--- config.mk ---
export PLATFORM = sky130hd
export DESIGN_NAME = pipeline_hazard_controller
export DESIGN_NICKNAME = d
export VERILOG_FILES = /design/src/rtl/pipeline_ctrl_pkg.sv /design/src/rtl/pipeline_hazard_controller_sat_counter.sv /design/src/rtl/pipeline_hazard_controller.sv
export SDC_FILE = /design/constraint.sdc
export NUM_CORES = 1
export LEC_CHECK = 0
export CAP_MARGIN = 10
export CORE_MARGIN = 4
export CORE_UTILIZATION = 45
export DETAILED_ROUTE_END_ITERATION = 6
export PLACE_DENSITY = 0.83
export RECOVER_POWER = 50
export SYNTH_ARGS = -nofsm -noshare
export SYNTH_HDL_FRONTEND = slang
export SYNTH_HIERARCHICAL = 1
export SYNTH_SLANG_ARGS = --single-unit
--- constraint.sdc ---
create_clock -name clk -period 2.3 [get_ports clk]
set_clock_uncertainty 0.05 [all_clocks]
set_input_delay 0.46 -clock clk [delete_from_list [all_inputs] [get_ports clk]]
set_output_delay 0.46 -clock clk [all_outputs]
set_load 0.01 [all_outputs]
--- src/rtl/pipeline_ctrl_pkg.sv ---
// Shared definitions for the pipeline control slice.
// Holds the hazard controller state encoding and the default stall length.
// A producer sitting in s1 needs three hold cycles before its result can be
// forwarded, so that is the default.
package pipeline_ctrl_pkg;

    typedef enum logic {CTRL_RUN, CTRL_STALL} ctrl_state_t;

    localparam int unsigned DEFAULT_STALL_CYCLES = 3;

endpackage

--- src/rtl/pipeline_hazard_controller_sat_counter.sv ---
// sat_counter: generic saturating up-counter for performance monitoring.
// Ports:
//   clk    core clock
//   rst    synchronous active-high clear
//   inc    count this cycle
//   count  current value; sticks at all-ones instead of wrapping
module sat_counter #(
    parameter int unsigned WIDTH = 16
) (
    input  logic             clk,
    input  logic             rst,
    input  logic             inc,
    output logic [WIDTH-1:0] count
);

    logic [WIDTH-1:0] count_q;
    logic [WIDTH-1:0] count_d;

    // Stop at all-ones so a long run never reports a misleadingly small number.
    always_comb begin
        count_d = count_q;
        if (inc && (count_q != {WIDTH{1'b1}})) begin
            count_d = count_q + WIDTH'(1);
        end
    end

    always_ff @(posedge clk) begin
        if (rst) begin
            count_q <= '0;
        end else begin
            count_q <= count_d;
        end
    end

    assign count = count_q;

endmodule

--- src/rtl/pipeline_hazard_controller.sv ---
// pipeline_hazard_controller: turns a one-cycle data dependency pulse into a
// fixed-length s0 hold with bubbles into s1, and arbitrates that against
// memory waits (whole-pipeline freeze) and taken branches (flush s0..s2).
// Ports:
//   clk, rst            core clock, synchronous active-high reset
//   data_dependency     hazard pulse from the detector (already masked)
//   branch_taken        taken branch/jump resolved in s3
//   mem_wait            data memory not ready
//   hold_s0             s0 keeps its instruction, PC does not advance
//   bubble_s1           load a NOP into s1 instead of s0's instruction
//   freeze_all          every pipeline register holds
//   flush_s0_s2         invalidate wrong-path instructions in s0..s2
//   currently_blocked   stall in progress; masks the detector
//   stall_cycles_total  saturating count of bubble cycles
module pipeline_hazard_controller
    import pipeline_ctrl_pkg::*;
#(
    parameter int unsigned STALL_CYCLES = DEFAULT_STALL_CYCLES,
    parameter int unsigned PERF_WIDTH   = 16
) (
    input  logic                  clk,
    input  logic                  rst,
    input  logic                  data_dependency,
    input  logic                  branch_taken,
    input  logic                  mem_wait,
    output logic                  hold_s0,
    output logic                  bubble_s1,
    output logic                  freeze_all,
    output logic                  flush_s0_s2,
    output logic                  currently_blocked,
    output logic [PERF_WIDTH-1:0] stall_cycles_total
);

    localparam int unsigned RW = $clog2(STALL_CYCLES + 1);

    // The detection cycle is the first bubble, so STALL only has to cover the
    // remaining STALL_CYCLES-1 cycles; the counter runs down to zero on the last.
    localparam logic [RW-1:0] RELOAD = (STALL_CYCLES > 1) ? RW'(STALL_CYCLES - 2) : '0;

    ctrl_state_t   state_q, state_d;
    logic [RW-1:0] remaining_q, remaining_d;

    // Next-state and zero-latency control outputs. Reset forces every
    // control output low even though the registers only clear on the edge.
    always_comb begin
        state_d     = state_q;
        remaining_d = remaining_q;
        hold_s0     = 1'b0;
        bubble_s1   = 1'b0;
        freeze_all  = 1'b0;
        flush_s0_s2 = 1'b0;
        if (!rst) begin
            unique case (state_q)
                CTRL_RUN: begin
                    if (mem_wait) begin
                        freeze_all = 1'b1;
                    end else if (branch_taken) begin
                        flush_s0_s2 = 1'b1;
                    end else if (data_dependency) begin
                        hold_s0   = 1'b1;
                        bubble_s1 = 1'b1;
                        if (STALL_CYCLES > 1) begin
                            state_d     = CTRL_STALL;
                            remaining_d = RELOAD;
                        end
                    end
                end
                CTRL_STALL: begin
                    if (mem_wait) begin
                        // Keep the consumer parked in s0 but add no bubble:
                        // s1 is frozen too, so the stall is simply stretched.
                        freeze_all = 1'b1;
                        hold_s0    = 1'b1;
                    end else if (branch_taken) begin
                        // The flush kills the stalled consumer, so the stall is moot.
                        flush_s0_s2 = 1'b1;
                        state_d     = CTRL_RUN;
                        remaining_d = '0;
                    end else begin
                        hold_s0   = 1'b1;
                        bubble_s1 = 1'b1;
                        if (remaining_q == '0) begin
                            state_d = CTRL_RUN;
                        end else begin
                            remaining_d = remaining_q - RW'(1);
                        end
                    end
                end
                default: begin
                    state_d = CTRL_RUN;
                end
            endcase
        end
    end

    // State and stall counter registers.
    always_ff @(posedge clk) begin
        if (rst) begin
            state_q     <= CTRL_RUN;
            remaining_q <= '0;
        end else begin
            state_q     <= state_d;
            remaining_q <= remaining_d;
        end
    end

    // Registered-state decode; reset only gates it low so the detector is
    // released immediately when a stall is abandoned by reset.
    assign currently_blocked = (state_q == CTRL_STALL) && !rst;

    sat_counter #(
        .WIDTH (PERF_WIDTH)
    ) u_stall_counter (
        .clk   (clk),
        .rst   (rst),
        .inc   (bubble_s1),
        .count (stall_cycles_total)
    );

endmodule

==> impl_metrics.csv <==
group,metric,value,unit
status,status,"finished clean",
route,routedWlPerCell,14.4,um
route,drt-initial-drc-count,22,
timing,min_period,2.24,ns
setup_path,crit_type,"in2out",
logic_synthesis,syn_inst,125,
timing,post-route-period-util,97.4,%
floorplanning,io_pins,26,
global_routing,grt_pass1_wl,4690,um
clock_network,cts_buffers,3,
job,maxCapViolCount,0,
setup_path,max_stage_delay,0.54,ns
logic_synthesis,synth-main-ff-cell,"dfxtp_1",
logic_synthesis,synth_edf_count,0,
clock_network,cts_sinks,19,
setup_path,crit_fanout,4,
final_layout,final_util,66.2,%
setup_path,endpoint_kind,"output pin",
final_layout,final_cells,195,
final_layout,diodes,0,
logic_synthesis,yosysUniqueCellTypes,38,
setup_path,worstReg2RegEnd,"u_stall_counter/count[0]",
min_path,hold_path_class,"reg2reg",
route,detail_route.wirelength,2810,um
logic_synthesis,yosysSeqAreaShare,35.8,%
logic_synthesis,syn_area,1060,um2
place,portBuffers,25,
global_routing,antenna_found_initial,0,
setup_path,rr_worst_depth,6,
clock_network,ctsLongestPathBuffers,2,
timing,hold_viol_final,0,
clock_network,clock_latency,0.29,ns
setup_path,cp_data_arrival_time,1.73,ns
floorplanning,core_area,2230,um2
setup_path,crit_slowest_cell,"clkdlybuf4s50_1",
floorplanning,rows,17,
global_routing,grt_max_degree,13,
route,viasPerCell,5.95,
global_routing,grt-ovfl-total,0,
route,first_pass_iters,4,
setup_path,crit_chain,"clkdlybuf4s50_1, inv_1, nor2_1, clkdlybuf4s50_1",
logic_synthesis,ys.warnings.count,6,
setup_path,required,1.79,ns
setup_path,worstSetupStartpoint,"mem_wait",
logic_synthesis,synth-async-reset-ratio,0,%
timing,fmax,446,MHz
logic_synthesis,yosys_register_bits,19,
clock_network,cts_hold_buf,0,
logic_synthesis,syn-num-nets,132,
route,drc_errors,0,
final_layout,n_fill_cell,205,
pwr,p_per_area,375,nW/um2
pwr,power.leakage,0.579,nW
setup_path,worstReg2RegStart,"u_stall_counter/count[0]",
floorplanning,die_width,56.6,um
place,gp_congestion,0.859,
logic_synthesis,syn_avg_cell_area,8.50,um2
timing,slew_violations,0,
setup_path,cp_common_cell,"clkdlybuf4s50_1",
clock_network,clk_pin_slew,0.11,ns
floorplanning,start_util,47.6,%
setup_path,cp.buffers_inverters,3,
clock_network,htree_levels,1,
floorplanning,die_h,56.6,um
timing,finalSetupTns,0,ns
setup_path,reg2reg_setup_slack,0.29,ns
setup_path,crit_end,"freeze_all",
route,vias,1161,
timing,worst_slew_pin_slew,0.591,ns
global_routing,grt_pass1_vias,1132,
setup_path,worst-path-stages,4,
clock_network,cts-root-buf,"clkbuf_4",
pwr,peakVddDrop,0.306,mV
setup_path,cp_top_family,"buffers and inverters",
final_layout,drive_above_1_share,15.0,%
route,detail-route-antenna-nets,0,
global_routing,grt.total_usage,17.6,%
setup_path,startpoint_type,"primary input",
timing,relSlewSlack,60.3,%
final_layout,final_nets,175,
timing,setup_violations,0,
clock_network,cts_tree,"built",
place,dp.cells,188,
final_layout,synthToLayoutAreaGrowth,39.2,%
floorplanning,die_area,3200,um2
place,dp_hpwl,2080,um
[worst register-to-register path, stage by stage, from the launching register on]
cell and delay, ns:
dfxtp_1 0.44, ha_1 0.27, nand3_1 0.14, nor4_4 0.47, clkbuf_1 0.29, o21ai_0 0.15
a21oi_1 0.14
[power breakdown]
part	total (W)	switching [W]	internal [W]
clock network	0.000166	0.000102	0.0000645
logic	0.0000542	0.0000260	0.0000281
registers	0.000335	0.00000322	0.000331
total	0.000555	0.000131	0.000424
[cell families after synthesis]
| family | share of synthesized area, % |
|---|---|
| buffers and inverters | 4.00 |
| muxes | 2.00 |
| and+or+nand+nor | 34.7 |
| xor gates and xnor gates | 1.65 |
| adders and majority gates | 2.36 |
| DFF | 35.8 |
| AOI/OAI and AO/OA | 19.4 |
[per-stage QoR]
step / power, W / instance area, um2 / setup WS (ns) / hold WS (ns)
after global routing: 0.000579 / 1480 / -0.0151 / 0.476
after detailed placement: 0.000396 / 1440 / -0.189 / 0.412
after floorplan: 0.000362 / 1060 / 0.342 / 0.396
after CTS: 0.000561 / 1480 / 0.0607 / 0.438
after global placement: 0.000393 / 1440 / -0.0961 / 0.406
final: 0.000555 / 1480 / 0.0592 / 0.441
[repair_timing]
| item | 4_1_cts | 5_1_grt |
|---|---|---|
| setup endpoints to repair | 3 | 3 |
| buffers inserted | 1 | 2 |
| resized for setup | 6 | 0 |
| pin swaps | 1 | 1 |
[how the worst min path moves through the flow]
stage / startpoint / endpoint / slack [ns] / cells past startpoint
after floorplan: remaining_q[0] / remaining_q[0] / 0.40 / 1
after global placement: remaining_q[0] / remaining_q[0] / 0.41 / 1
after detailed placement: remaining_q[0] / remaining_q[0] / 0.41 / 1
after CTS: remaining_q[0] / remaining_q[0] / 0.44 / 1
after global routing: remaining_q[0] / remaining_q[0] / 0.48 / 1
final: remaining_q[0] / remaining_q[0] / 0.44 / 1
[cells in the final DEF, fill, tap and decap left out, types with 6 or more instances in the layout]
master         count
dfxtp_1           19
dlygate4sd3_1     16
buf_4             14
a21oi_1           12
nor2_1             8
inv_1              7
or4_1              7
nand3_1            6
nand2_1            6
o31ai_1            6
[layer usage]
| layer | share of wire [%] | up-vias | GRT usage, % | wire length, um |
|---|---|---|---|---|
| li1 | - | 560 | - | - |
| met1 | 44 | 560 | 20.2 | 1240 |
| met2 | 50 | 39 | 32.8 | 1400 |
| met3 | 5.3 | 2 | 2.99 | 150 |
| met4 | 0.50 | 0 | 5.08 | 14 |
| met5 | 0 | - | 0 | 0 |
[layout make-up]
class	instances	area (um2)	area share [%]
multi-input combinational	95	641	43.3
sequential	19	380	25.7
timing repair buffer	42	369	25.0
tap	28	35.0	2.37
inverter	7	26.3	1.78
clock buffer	3	22.5	1.52
clock inverter	1	5.00	0.338
[synth_stat cells, drive strengths merged (3+ instances only)]
cell type	count	share of area (%)
or3	3	1.8
nor4	3	3.2
inv	7	2.5
nand3	6	2.8
nand4	4	3.8
o31ai	6	4.2
nor3	5	2.4
nand2	7	2.7
nor2b	4	2.4
o21ai	6	2.8
and4	3	2.5
a21oi	12	5.7
dfxtp	19	36
or4	7	4.9
nor2	8	2.8
[flip-flops by register name, indices dropped and copies added (netlist names)]
| name | count |
|---|---|
| remaining_q | 2 |
| u_stall_counter/count | 16 |
| state_q | 1 |
Power figures use the tool's default switching activity.
